===== src/rtl/id_decode_pipe_if.sv =====
// ID-stage bus: instruction, writeback and hazard inputs plus the registered ID/EXE outputs.
// slave = decode stage side, master = upstream/downstream driver side.
interface id_decode_pipe_if #(
  parameter int DATA_W   = 32,
  parameter int NUM_REGS = 16,
  parameter int PC_W     = 32
);
  localparam int REG_AW = $clog2(NUM_REGS);

  logic              instr_valid;
  logic [31:0]       instruction;
  logic [PC_W-1:0]   pc_in;
  logic [3:0]        status;
  logic              wb_en;
  logic [REG_AW-1:0] wb_dest;
  logic [DATA_W-1:0] wb_value;
  logic [REG_AW-1:0] exe_dest, mem_dest;
  logic              exe_wb_en, mem_wb_en, exe_mem_read;
  logic              freeze, flush;
  logic              stall;
  logic              id_valid, id_wb_en, id_mem_read, id_mem_write, id_s, id_b, id_imm;
  logic [3:0]        id_exe_cmd;
  logic [DATA_W-1:0] id_val_rn, id_val_rm;
  logic [11:0]       id_shift_operand;
  logic [23:0]       id_imm24;
  logic [REG_AW-1:0] id_dest, id_src1, id_src2;
  logic [PC_W-1:0]   id_pc;

  modport slave (
    input  instr_valid, instruction, pc_in, status, wb_en, wb_dest, wb_value,
           exe_dest, mem_dest, exe_wb_en, mem_wb_en, exe_mem_read, freeze, flush,
    output stall, id_valid, id_wb_en, id_mem_read, id_mem_write, id_s, id_b, id_imm,
           id_exe_cmd, id_val_rn, id_val_rm, id_shift_operand, id_imm24,
           id_dest, id_src1, id_src2, id_pc
  );

  modport master (
    output instr_valid, instruction, pc_in, status, wb_en, wb_dest, wb_value,
           exe_dest, mem_dest, exe_wb_en, mem_wb_en, exe_mem_read, freeze, flush,
    input  stall, id_valid, id_wb_en, id_mem_read, id_mem_write, id_s, id_b, id_imm,
           id_exe_cmd, id_val_rn, id_val_rm, id_shift_operand, id_imm24,
           id_dest, id_src1, id_src2, id_pc
  );
endinterface


===== src/rtl/id_decode_pipe.sv =====
// Registered decode stage: decode, 2R/1W register file, condition check, RAW hazard stall, ID/EXE register.
// Define FORWARDING_EN to restrict hazards to load-use against EXE.
module id_decode_pipe #(
  parameter int DATA_W   = 32,
  parameter int NUM_REGS = 16,
  parameter int PC_W     = 32
) (
  input logic            clk,
  input logic            rst,
  id_decode_pipe_if.slave bus
);
  localparam int REG_AW = $clog2(NUM_REGS);

  localparam logic [3:0] OP_AND = 4'h0, OP_EOR = 4'h1, OP_SUB = 4'h2, OP_ADD = 4'h4,
                         OP_ADC = 4'h5, OP_SBC = 4'h6, OP_TST = 4'h8, OP_CMP = 4'hA,
                         OP_ORR = 4'hC, OP_MOV = 4'hD, OP_MVN = 4'hF;

  typedef struct packed {
    logic              valid, wb_en, mem_read, mem_write, s, b, imm;
    logic [3:0]        exe_cmd;
    logic [DATA_W-1:0] val_rn, val_rm;
    logic [11:0]       shift;
    logic [23:0]       imm24;
    logic [REG_AW-1:0] dest, src1, src2;
    logic [PC_W-1:0]   pc;
  } idex_t;

  idex_t idex_q, idex_d, dec;

  logic [3:0]        cond, op;
  logic [1:0]        mode;
  logic              i_bit, s_bit, is_str, src1_used, src2_used, cond_ok, hazard;
  logic [REG_AW-1:0] rn, rd, rm, src2;
  logic [DATA_W-1:0] val_rn, val_rm;
  logic [3:0]        ctl_cmd;
  logic              ctl_wb, ctl_mr, ctl_mw, ctl_s, ctl_b, ctl_imm;
  logic [NUM_REGS-1:0][DATA_W-1:0] rf_q;

  assign cond  = bus.instruction[31:28];
  assign mode  = bus.instruction[27:26];
  assign i_bit = bus.instruction[25];
  assign op    = bus.instruction[24:21];
  assign s_bit = bus.instruction[20];
  assign rn    = bus.instruction[16 +: REG_AW];
  assign rd    = bus.instruction[12 +: REG_AW];
  assign rm    = bus.instruction[0 +: REG_AW];

  assign is_str    = (mode == 2'b01) && !s_bit;
  assign src2      = is_str ? rd : rm;
  assign src1_used = !((mode == 2'b10) || ((mode == 2'b00) && ((op == OP_MOV) || (op == OP_MVN))));
  assign src2_used = ((mode == 2'b00) && !i_bit) || is_str;

  // Writes land at the edge; same-cycle readers see wb_value directly.
  always_ff @(posedge clk or posedge rst) begin
    if (rst) rf_q <= '0;
    else if (bus.wb_en) rf_q[bus.wb_dest] <= bus.wb_value;
  end

  assign val_rn = (bus.wb_en && (bus.wb_dest == rn))   ? bus.wb_value : rf_q[rn];
  assign val_rm = (bus.wb_en && (bus.wb_dest == src2)) ? bus.wb_value : rf_q[src2];

  always_comb begin
    cond_ok = 1'b0;
    case (cond)
      4'h0: cond_ok = bus.status[2];
      4'h1: cond_ok = !bus.status[2];
      4'h2: cond_ok = bus.status[1];
      4'h3: cond_ok = !bus.status[1];
      4'h4: cond_ok = bus.status[3];
      4'h5: cond_ok = !bus.status[3];
      4'h6: cond_ok = bus.status[0];
      4'h7: cond_ok = !bus.status[0];
      4'h8: cond_ok = bus.status[1] && !bus.status[2];
      4'h9: cond_ok = !bus.status[1] || bus.status[2];
      4'hA: cond_ok = (bus.status[3] == bus.status[0]);
      4'hB: cond_ok = (bus.status[3] != bus.status[0]);
      4'hC: cond_ok = !bus.status[2] && (bus.status[3] == bus.status[0]);
      4'hD: cond_ok = bus.status[2] || (bus.status[3] != bus.status[0]);
      4'hE: cond_ok = 1'b1;
      default: cond_ok = 1'b0;
    endcase
  end

  always_comb begin
    ctl_cmd = 4'b0000;
    ctl_wb  = 1'b0;
    ctl_mr  = 1'b0;
    ctl_mw  = 1'b0;
    ctl_s   = 1'b0;
    ctl_b   = 1'b0;
    ctl_imm = 1'b0;
    case (mode)
      2'b00: begin
        ctl_imm = i_bit;
        ctl_s   = s_bit;
        ctl_wb  = 1'b1;
        case (op)
          OP_MOV: ctl_cmd = 4'b0001;
          OP_MVN: ctl_cmd = 4'b1001;
          OP_ADD: ctl_cmd = 4'b0010;
          OP_ADC: ctl_cmd = 4'b0011;
          OP_SUB: ctl_cmd = 4'b0100;
          OP_SBC: ctl_cmd = 4'b0101;
          OP_AND: ctl_cmd = 4'b0110;
          OP_ORR: ctl_cmd = 4'b0111;
          OP_EOR: ctl_cmd = 4'b1000;
          OP_TST: begin ctl_cmd = 4'b0110; ctl_wb = 1'b0; ctl_s = 1'b1; end
          OP_CMP: begin ctl_cmd = 4'b0100; ctl_wb = 1'b0; ctl_s = 1'b1; end
          default: begin ctl_imm = 1'b0; ctl_s = 1'b0; ctl_wb = 1'b0; end
        endcase
      end
      2'b01: begin
        ctl_cmd = 4'b0010;
        ctl_imm = i_bit;
        ctl_wb  = s_bit;
        ctl_mr  = s_bit;
        ctl_mw  = !s_bit;
      end
      2'b10: ctl_b = 1'b1;
      default: ;
    endcase
  end

  always_comb begin
    dec           = '0;
    dec.valid     = 1'b1;
    dec.wb_en     = ctl_wb & cond_ok;
    dec.mem_read  = ctl_mr & cond_ok;
    dec.mem_write = ctl_mw & cond_ok;
    dec.s         = ctl_s  & cond_ok;
    dec.b         = ctl_b  & cond_ok;
    dec.imm       = ctl_imm;
    dec.exe_cmd   = ctl_cmd;
    dec.val_rn    = val_rn;
    dec.val_rm    = val_rm;
    dec.shift     = bus.instruction[11:0];
    dec.imm24     = bus.instruction[23:0];
    dec.dest      = rd;
    dec.src1      = rn;
    dec.src2      = src2;
    dec.pc        = bus.pc_in;
  end

`ifdef FORWARDING_EN
  // ALU results are forwarded; only a load in EXE cannot be.
  logic unused_mem_hazard;
  assign unused_mem_hazard = &{1'b0, bus.mem_dest, bus.mem_wb_en};
  assign hazard = bus.exe_mem_read && bus.exe_wb_en &&
                  ((src1_used && (bus.exe_dest == rn)) || (src2_used && (bus.exe_dest == src2)));
`else
  logic unused_load_flag;
  assign unused_load_flag = &{1'b0, bus.exe_mem_read};
  assign hazard = (bus.exe_wb_en && ((src1_used && (bus.exe_dest == rn)) ||
                                     (src2_used && (bus.exe_dest == src2)))) ||
                  (bus.mem_wb_en && ((src1_used && (bus.mem_dest == rn)) ||
                                     (src2_used && (bus.mem_dest == src2))));
`endif

  assign bus.stall = bus.instr_valid & hazard;

  always_comb begin
    idex_d = idex_q;
    if (bus.flush)                               idex_d = '0;
    else if (!bus.freeze) begin
      if (bus.stall || !bus.instr_valid)         idex_d = '0;
      else                                       idex_d = dec;
    end
  end

  always_ff @(posedge clk or posedge rst) begin
    if (rst) idex_q <= '0;
    else     idex_q <= idex_d;
  end

  assign bus.id_valid         = idex_q.valid;
  assign bus.id_wb_en         = idex_q.wb_en;
  assign bus.id_mem_read      = idex_q.mem_read;
  assign bus.id_mem_write     = idex_q.mem_write;
  assign bus.id_s             = idex_q.s;
  assign bus.id_b             = idex_q.b;
  assign bus.id_imm           = idex_q.imm;
  assign bus.id_exe_cmd       = idex_q.exe_cmd;
  assign bus.id_val_rn        = idex_q.val_rn;
  assign bus.id_val_rm        = idex_q.val_rm;
  assign bus.id_shift_operand = idex_q.shift;
  assign bus.id_imm24         = idex_q.imm24;
  assign bus.id_dest          = idex_q.dest;
  assign bus.id_src1          = idex_q.src1;
  assign bus.id_src2          = idex_q.src2;
  assign bus.id_pc            = idex_q.pc;
endmodule


===== src/flat_wrapper.sv =====
// flat-port wrapper written by rule: the top's interface ports become plain ports
module id_decode_pipe_flat 
#(
  parameter int DATA_W   = 32,
  parameter int NUM_REGS = 16,
  parameter int PC_W     = 32
)
  (clk, rst, bus_instr_valid, bus_instruction, bus_pc_in, bus_status, bus_wb_en, bus_wb_dest, bus_wb_value, bus_exe_dest, bus_mem_dest, bus_exe_wb_en, bus_mem_wb_en, bus_exe_mem_read, bus_freeze, bus_flush, bus_stall, bus_id_valid, bus_id_wb_en, bus_id_mem_read, bus_id_mem_write, bus_id_s, bus_id_b, bus_id_imm, bus_id_exe_cmd, bus_id_val_rn, bus_id_val_rm, bus_id_shift_operand, bus_id_imm24, bus_id_dest, bus_id_src1, bus_id_src2, bus_id_pc);
  id_decode_pipe_if #(.DATA_W(DATA_W), .NUM_REGS(NUM_REGS), .PC_W(PC_W)) bus_i ();
  input logic clk;
  input logic rst;
  input wire logic [$bits(bus_i.instr_valid)-1:0] bus_instr_valid;
  input wire logic [$bits(bus_i.instruction)-1:0] bus_instruction;
  input wire logic [$bits(bus_i.pc_in)-1:0] bus_pc_in;
  input wire logic [$bits(bus_i.status)-1:0] bus_status;
  input wire logic [$bits(bus_i.wb_en)-1:0] bus_wb_en;
  input wire logic [$bits(bus_i.wb_dest)-1:0] bus_wb_dest;
  input wire logic [$bits(bus_i.wb_value)-1:0] bus_wb_value;
  input wire logic [$bits(bus_i.exe_dest)-1:0] bus_exe_dest;
  input wire logic [$bits(bus_i.mem_dest)-1:0] bus_mem_dest;
  input wire logic [$bits(bus_i.exe_wb_en)-1:0] bus_exe_wb_en;
  input wire logic [$bits(bus_i.mem_wb_en)-1:0] bus_mem_wb_en;
  input wire logic [$bits(bus_i.exe_mem_read)-1:0] bus_exe_mem_read;
  input wire logic [$bits(bus_i.freeze)-1:0] bus_freeze;
  input wire logic [$bits(bus_i.flush)-1:0] bus_flush;
  output wire logic [$bits(bus_i.stall)-1:0] bus_stall;
  output wire logic [$bits(bus_i.id_valid)-1:0] bus_id_valid;
  output wire logic [$bits(bus_i.id_wb_en)-1:0] bus_id_wb_en;
  output wire logic [$bits(bus_i.id_mem_read)-1:0] bus_id_mem_read;
  output wire logic [$bits(bus_i.id_mem_write)-1:0] bus_id_mem_write;
  output wire logic [$bits(bus_i.id_s)-1:0] bus_id_s;
  output wire logic [$bits(bus_i.id_b)-1:0] bus_id_b;
  output wire logic [$bits(bus_i.id_imm)-1:0] bus_id_imm;
  output wire logic [$bits(bus_i.id_exe_cmd)-1:0] bus_id_exe_cmd;
  output wire logic [$bits(bus_i.id_val_rn)-1:0] bus_id_val_rn;
  output wire logic [$bits(bus_i.id_val_rm)-1:0] bus_id_val_rm;
  output wire logic [$bits(bus_i.id_shift_operand)-1:0] bus_id_shift_operand;
  output wire logic [$bits(bus_i.id_imm24)-1:0] bus_id_imm24;
  output wire logic [$bits(bus_i.id_dest)-1:0] bus_id_dest;
  output wire logic [$bits(bus_i.id_src1)-1:0] bus_id_src1;
  output wire logic [$bits(bus_i.id_src2)-1:0] bus_id_src2;
  output wire logic [$bits(bus_i.id_pc)-1:0] bus_id_pc;
  assign bus_i.instr_valid = bus_instr_valid;
  assign bus_i.instruction = bus_instruction;
  assign bus_i.pc_in = bus_pc_in;
  assign bus_i.status = bus_status;
  assign bus_i.wb_en = bus_wb_en;
  assign bus_i.wb_dest = bus_wb_dest;
  assign bus_i.wb_value = bus_wb_value;
  assign bus_i.exe_dest = bus_exe_dest;
  assign bus_i.mem_dest = bus_mem_dest;
  assign bus_i.exe_wb_en = bus_exe_wb_en;
  assign bus_i.mem_wb_en = bus_mem_wb_en;
  assign bus_i.exe_mem_read = bus_exe_mem_read;
  assign bus_i.freeze = bus_freeze;
  assign bus_i.flush = bus_flush;
  assign bus_stall = bus_i.stall;
  assign bus_id_valid = bus_i.id_valid;
  assign bus_id_wb_en = bus_i.id_wb_en;
  assign bus_id_mem_read = bus_i.id_mem_read;
  assign bus_id_mem_write = bus_i.id_mem_write;
  assign bus_id_s = bus_i.id_s;
  assign bus_id_b = bus_i.id_b;
  assign bus_id_imm = bus_i.id_imm;
  assign bus_id_exe_cmd = bus_i.id_exe_cmd;
  assign bus_id_val_rn = bus_i.id_val_rn;
  assign bus_id_val_rm = bus_i.id_val_rm;
  assign bus_id_shift_operand = bus_i.id_shift_operand;
  assign bus_id_imm24 = bus_i.id_imm24;
  assign bus_id_dest = bus_i.id_dest;
  assign bus_id_src1 = bus_i.id_src1;
  assign bus_id_src2 = bus_i.id_src2;
  assign bus_id_pc = bus_i.id_pc;
  id_decode_pipe #(.DATA_W(DATA_W), .NUM_REGS(NUM_REGS), .PC_W(PC_W)) u_core (.clk(clk), .rst(rst), .bus(bus_i));
endmodule

===== config.mk =====
export PLATFORM = sky130hd
export DESIGN_NAME = id_decode_pipe_flat
export DESIGN_NICKNAME = d
export VERILOG_FILES = /design/src/rtl/id_decode_pipe_if.sv /design/src/rtl/id_decode_pipe.sv /design/src/flat_wrapper.sv
export SDC_FILE = /design/constraint.sdc
export NUM_CORES = 2
export LEC_CHECK = 0
export CORE_UTILIZATION = 45
export CTS_CLUSTER_DIAMETER = 60
export DETAILED_ROUTE_END_ITERATION = 10
export PLACE_DENSITY_LB_ADDON = 0.1
export SLEW_MARGIN = 20
export SYNTH_ARGS = -nofsm -noshare
export SYNTH_HDL_FRONTEND = slang
export SYNTH_SLANG_ARGS = --single-unit

===== constraint.sdc =====
create_clock -name clk -period 31.6 [get_ports clk]
set_clock_uncertainty 0.15 [all_clocks]
set_input_delay 7.9 -clock clk [delete_from_list [all_inputs] [get_ports clk]]
set_output_delay 7.9 -clock clk [all_outputs]
set_load 0.02 [all_outputs]

==> results by group <==
Setup path
  – R2R setup slack: 29.06 ns
  – Slowest stage delay, CP: 0.80 ns
  – CP max FO: 58
  – Crit path required time: 23.55 ns
  – Worst setup path start: bus_instruction[26]
  – Slowest cell on the critical path: clkdlybuf4s50_1
  – CP Capture Type: output pin
  – Worst setup SP type: input pin
  – Levels on crit path: 10
  – RR Startpoint: u_core.rf_q[128]
  – WS Path Type: in -> out
  – CP endpoint: bus_stall
  – Critical path, cell by cell: clkdlybuf4s50_1 -> nor3b_4 -> buf_4 -> nand2_1 -> and2_2 -> buf_4 -> a2111oi_0 -> nor2_1 -> a21boi_0 -> clkdlybuf4s50_1
  – RR Endpoint: u_core.bus.id_val_rm[0]
  – Critical path arrival: 12.30 ns
  – Buf/Inv on CP: 4
  – R2R cell count: 7
  – Delay-heaviest family, CP: buffers and inverters

Routing
  – Vias/cell: 6.35
  – Wirelength, routed: 120000 µm
  – Via count: 26600
  – Residual DRC count: 0
  – Initial DRC Count: 2273
  – Routed Antenna Nets: 0
  – Drt first pass iters: 6
  – Wire per inst: 28.7 µm

Finish
  – Commonest non-fill, non-tap cell in the layout: dfrtp_1
  – Most frequent cells in the layout: dfrtp_1, mux2_2, nand2_1
  – N_diodes: 0
  – Share of cells above drive strength 1: 30.1%
  – Fin nets: 3198
  – Finished Core Util: 53.4%
  – # fillers: 6926
  – Synth-to-Final Area Change: 17.0%

CTS
  – Hold_buf cts: 0
  – CTS Buffer Depth: 3
  – Root Buffer: clkbuf_16
  – Post_cts resized: 0
  – CTS Buf Count: 79
  – Clock Pin Slew Worst Setup and Hold Paths: 0.05 ns
  – Post-CTS Setup Bufs: 0
  – Skew-Pair Late Insertion Delay: 0.63 ns
  – CTS tree: done
  – H-tree Lvls: 3
  – Clk sinks: 647

Power
  – Switch Pwr: 0.782 mW
  – Clock share of power: 35.3%
  – Peak VDD IR: 0.0525 mV
  – P_leak: 17.5 nW
  – Sequential share of power: 42.5%
  – Sw Share: 29.3%
  – Comb pwr share: 22.2%
  – Cell area power density: 62.9 nW/µm²
  – P_int: 1.89 mW

Global route
  – Initial antenna violation count: 4
  – First-pass GRT wire length: 179000 µm
  – Largest net degree at the start of global routing: 123
  – GRT overflow: 0
  – Number of global-route vias before repair: 27000
  – GRT Util Overall: 29.4%
  – GR Util met3: 4.63%
  – Met2 usage: 48.7%
  – Grt peak-use layer: met2
  – Met1 Use GR: 39.0%

Synth
  – #FFs+latches synth: 647
  – Synthesized cell area: 36200 µm²
  – Yosys cell types: 58
  – Async S/R FF share, synth: 100%
  – Cells after Synth: 2960
  – Post-synthesis sequential area ratio: 44.7%
  – Syn Area/Cell: 12.2 µm²
  – Synth Flop Type: dfrtp_1
  – Mapped Nets: 3081
  – Number of synthesized flops with an enable pin: 0
  – Syn. warnings: 0

Die
  – Die H: 286 µm
  – Core box area: 79400 µm²
  – # IOs: 277
  – Initial Utilization: 45.7%
  – Row cnt: 103
  – Die ar.: 81700 µm²
  – Die Wd: 286 µm

Timing
  – Setup ws final: 11.25 ns
  – Finish-stage setup viols: 0
  – RSZ-0062 raised after global routing: false
  – Final Hold Fails: 0
  – Slew HR: 21.9%
  – Actual slew at the worst max-slew pin: 1.17 ns
  – Max Clock Freq: 0.0491 GHz
  – Setup TNS: 0 ns
  – Slew Limit Fails: 0
  – Tmin final: 20.35 ns
  – Period utilization: 64.4%

Run status
  – Status: finished, final reports clean

Placed design
  – HPWL after DPL: 67800 µm
  – Routability congestion estimate: 0.835
  – DP Worst Slack: 11.28 ns
  – I/O Buffers: 275

Worst hold path
  – HP Class: reg -> reg
  – Hold path depth: 2

Flow run
  – Max-Cap Viols: 0
==> final cells by class <==
class                   count  area, µm²  share of cell area [%]
clock inverters            40        505                    1.19
clock buffers             104       2210                    5.21
inverters                  12       52.6                   0.124
repair buffers            337       3210                    7.56
multi-input cells        2000      18900                    44.7
flip-flops and latches    647      16200                    38.2
well taps                1050       1310                    3.10
==> synth_stat cells (all sizes together) (9+ instances only) <==
cell	number	area share, %
o31ai	36	0.76
xor2	10	0.24
inv	12	0.12
nand2b	9	0.16
clkbuf	189	2.0
a311oi	36	0.87
xnor2	12	0.29
nor2	61	0.63
o211ai	33	0.68
a21oi	80	1.1
buf	112	1.6
mux2	514	16
nor4	36	0.64
a22oi	17	0.35
o22ai	34	0.59
o21ai	59	0.81
dfrtp	647	45
nand3	30	0.41
mux4	193	12
nand2	313	3.2
a221oi	16	0.39
nor2b	52	0.90
a22o	50	1.2
a211oi	77	1.6
mux2i	274	7.6
==> cells by family after synthesis <==
kind of cell / Yosys count / share of synthesized area, %
flops: 647 / 44.7
compound gates: 465 / 8.99
mux: 981 / 35.5
simple gates: 532 / 6.58
xor+xnor: 22 / 0.532
buf+inv: 313 / 3.70
==> sequential cells by signal, indices dropped and copies added, names as in the netlist <==
signal                   flops
u_core.rf_q                512
u_core.bus.id_pc            32
u_core.bus.id_val_rm        32
u_core.bus.id_val_rn        32
u_core.bus.id_imm24         18
u_core.bus.id_exe_cmd        4
u_core.bus.id_src2           4
u_core.bus.id_dest           3
u_core.bus.id_src1           3
u_core.bus.id_b              1
u_core.bus.id_imm            1
u_core.bus.id_mem_read       1
u_core.bus.id_mem_write      1
u_core.bus.id_s              1
u_core.bus.id_valid          1
u_core.bus.id_wb_en          1
==> power groups by stage <==
stage | clock network (mW) | logic [mW] | registers, mW
2_1_floorplan | 0 | 0.435 | 1.11
3_3_place_gp | 0 | 0.578 | 1.13
3_5_place_dp | 0 | 0.593 | 1.14
4_1_cts | 0.960 | 0.596 | 1.13
5_1_grt | 0.994 | 0.637 | 1.16
6_report | 0.942 | 0.593 | 1.13
==> through the flow <==
stage	area [µm²]	hold slack, ns	total power [mW]	cells
2_1_floorplan	36200	0.346	1.55	2960
5_1_grt	42400	0.349	2.79	4190
3_5_place_dp	39700	0.314	1.74	4046
4_1_cts	42400	0.329	2.68	4190
6_report	42400	0.326	2.67	4190
3_3_place_gp	39700	0.313	1.70	4046
==> worst min path at each step <==
stage,from,end
2_1_floorplan,u_core.rf_q[44],u_core.rf_q[44]
3_3_place_gp,u_core.bus.id_src2[1],u_core.bus.id_src2[1]
3_5_place_dp,u_core.bus.id_exe_cmd[3],u_core.bus.id_exe_cmd[3]
4_1_cts,u_core.bus.id_exe_cmd[3],u_core.bus.id_exe_cmd[3]
5_1_grt,u_core.bus.id_val_rn[5],u_core.bus.id_val_rn[5]
6_report,u_core.bus.id_imm,u_core.bus.id_imm
==> layer usage <==
layer | share of wire, % | vias up | wire, µm
li1 | - | 11400 | -
met1 | 42 | 13900 | 50100
met2 | 49 | 1025 | 58300
met3 | 6.1 | 253 | 7290
met4 | 3.7 | 0 | 4440
met5 | 0 | - | 0
==> tightest hold or removal path, cell delays in order, from the launching register on <==
cell and delay, ns:
dfrtp_1 0.34, nand2_1 0.05, o31ai_1 0.05
No activity file was read; power rests on OpenSTA's default activity.
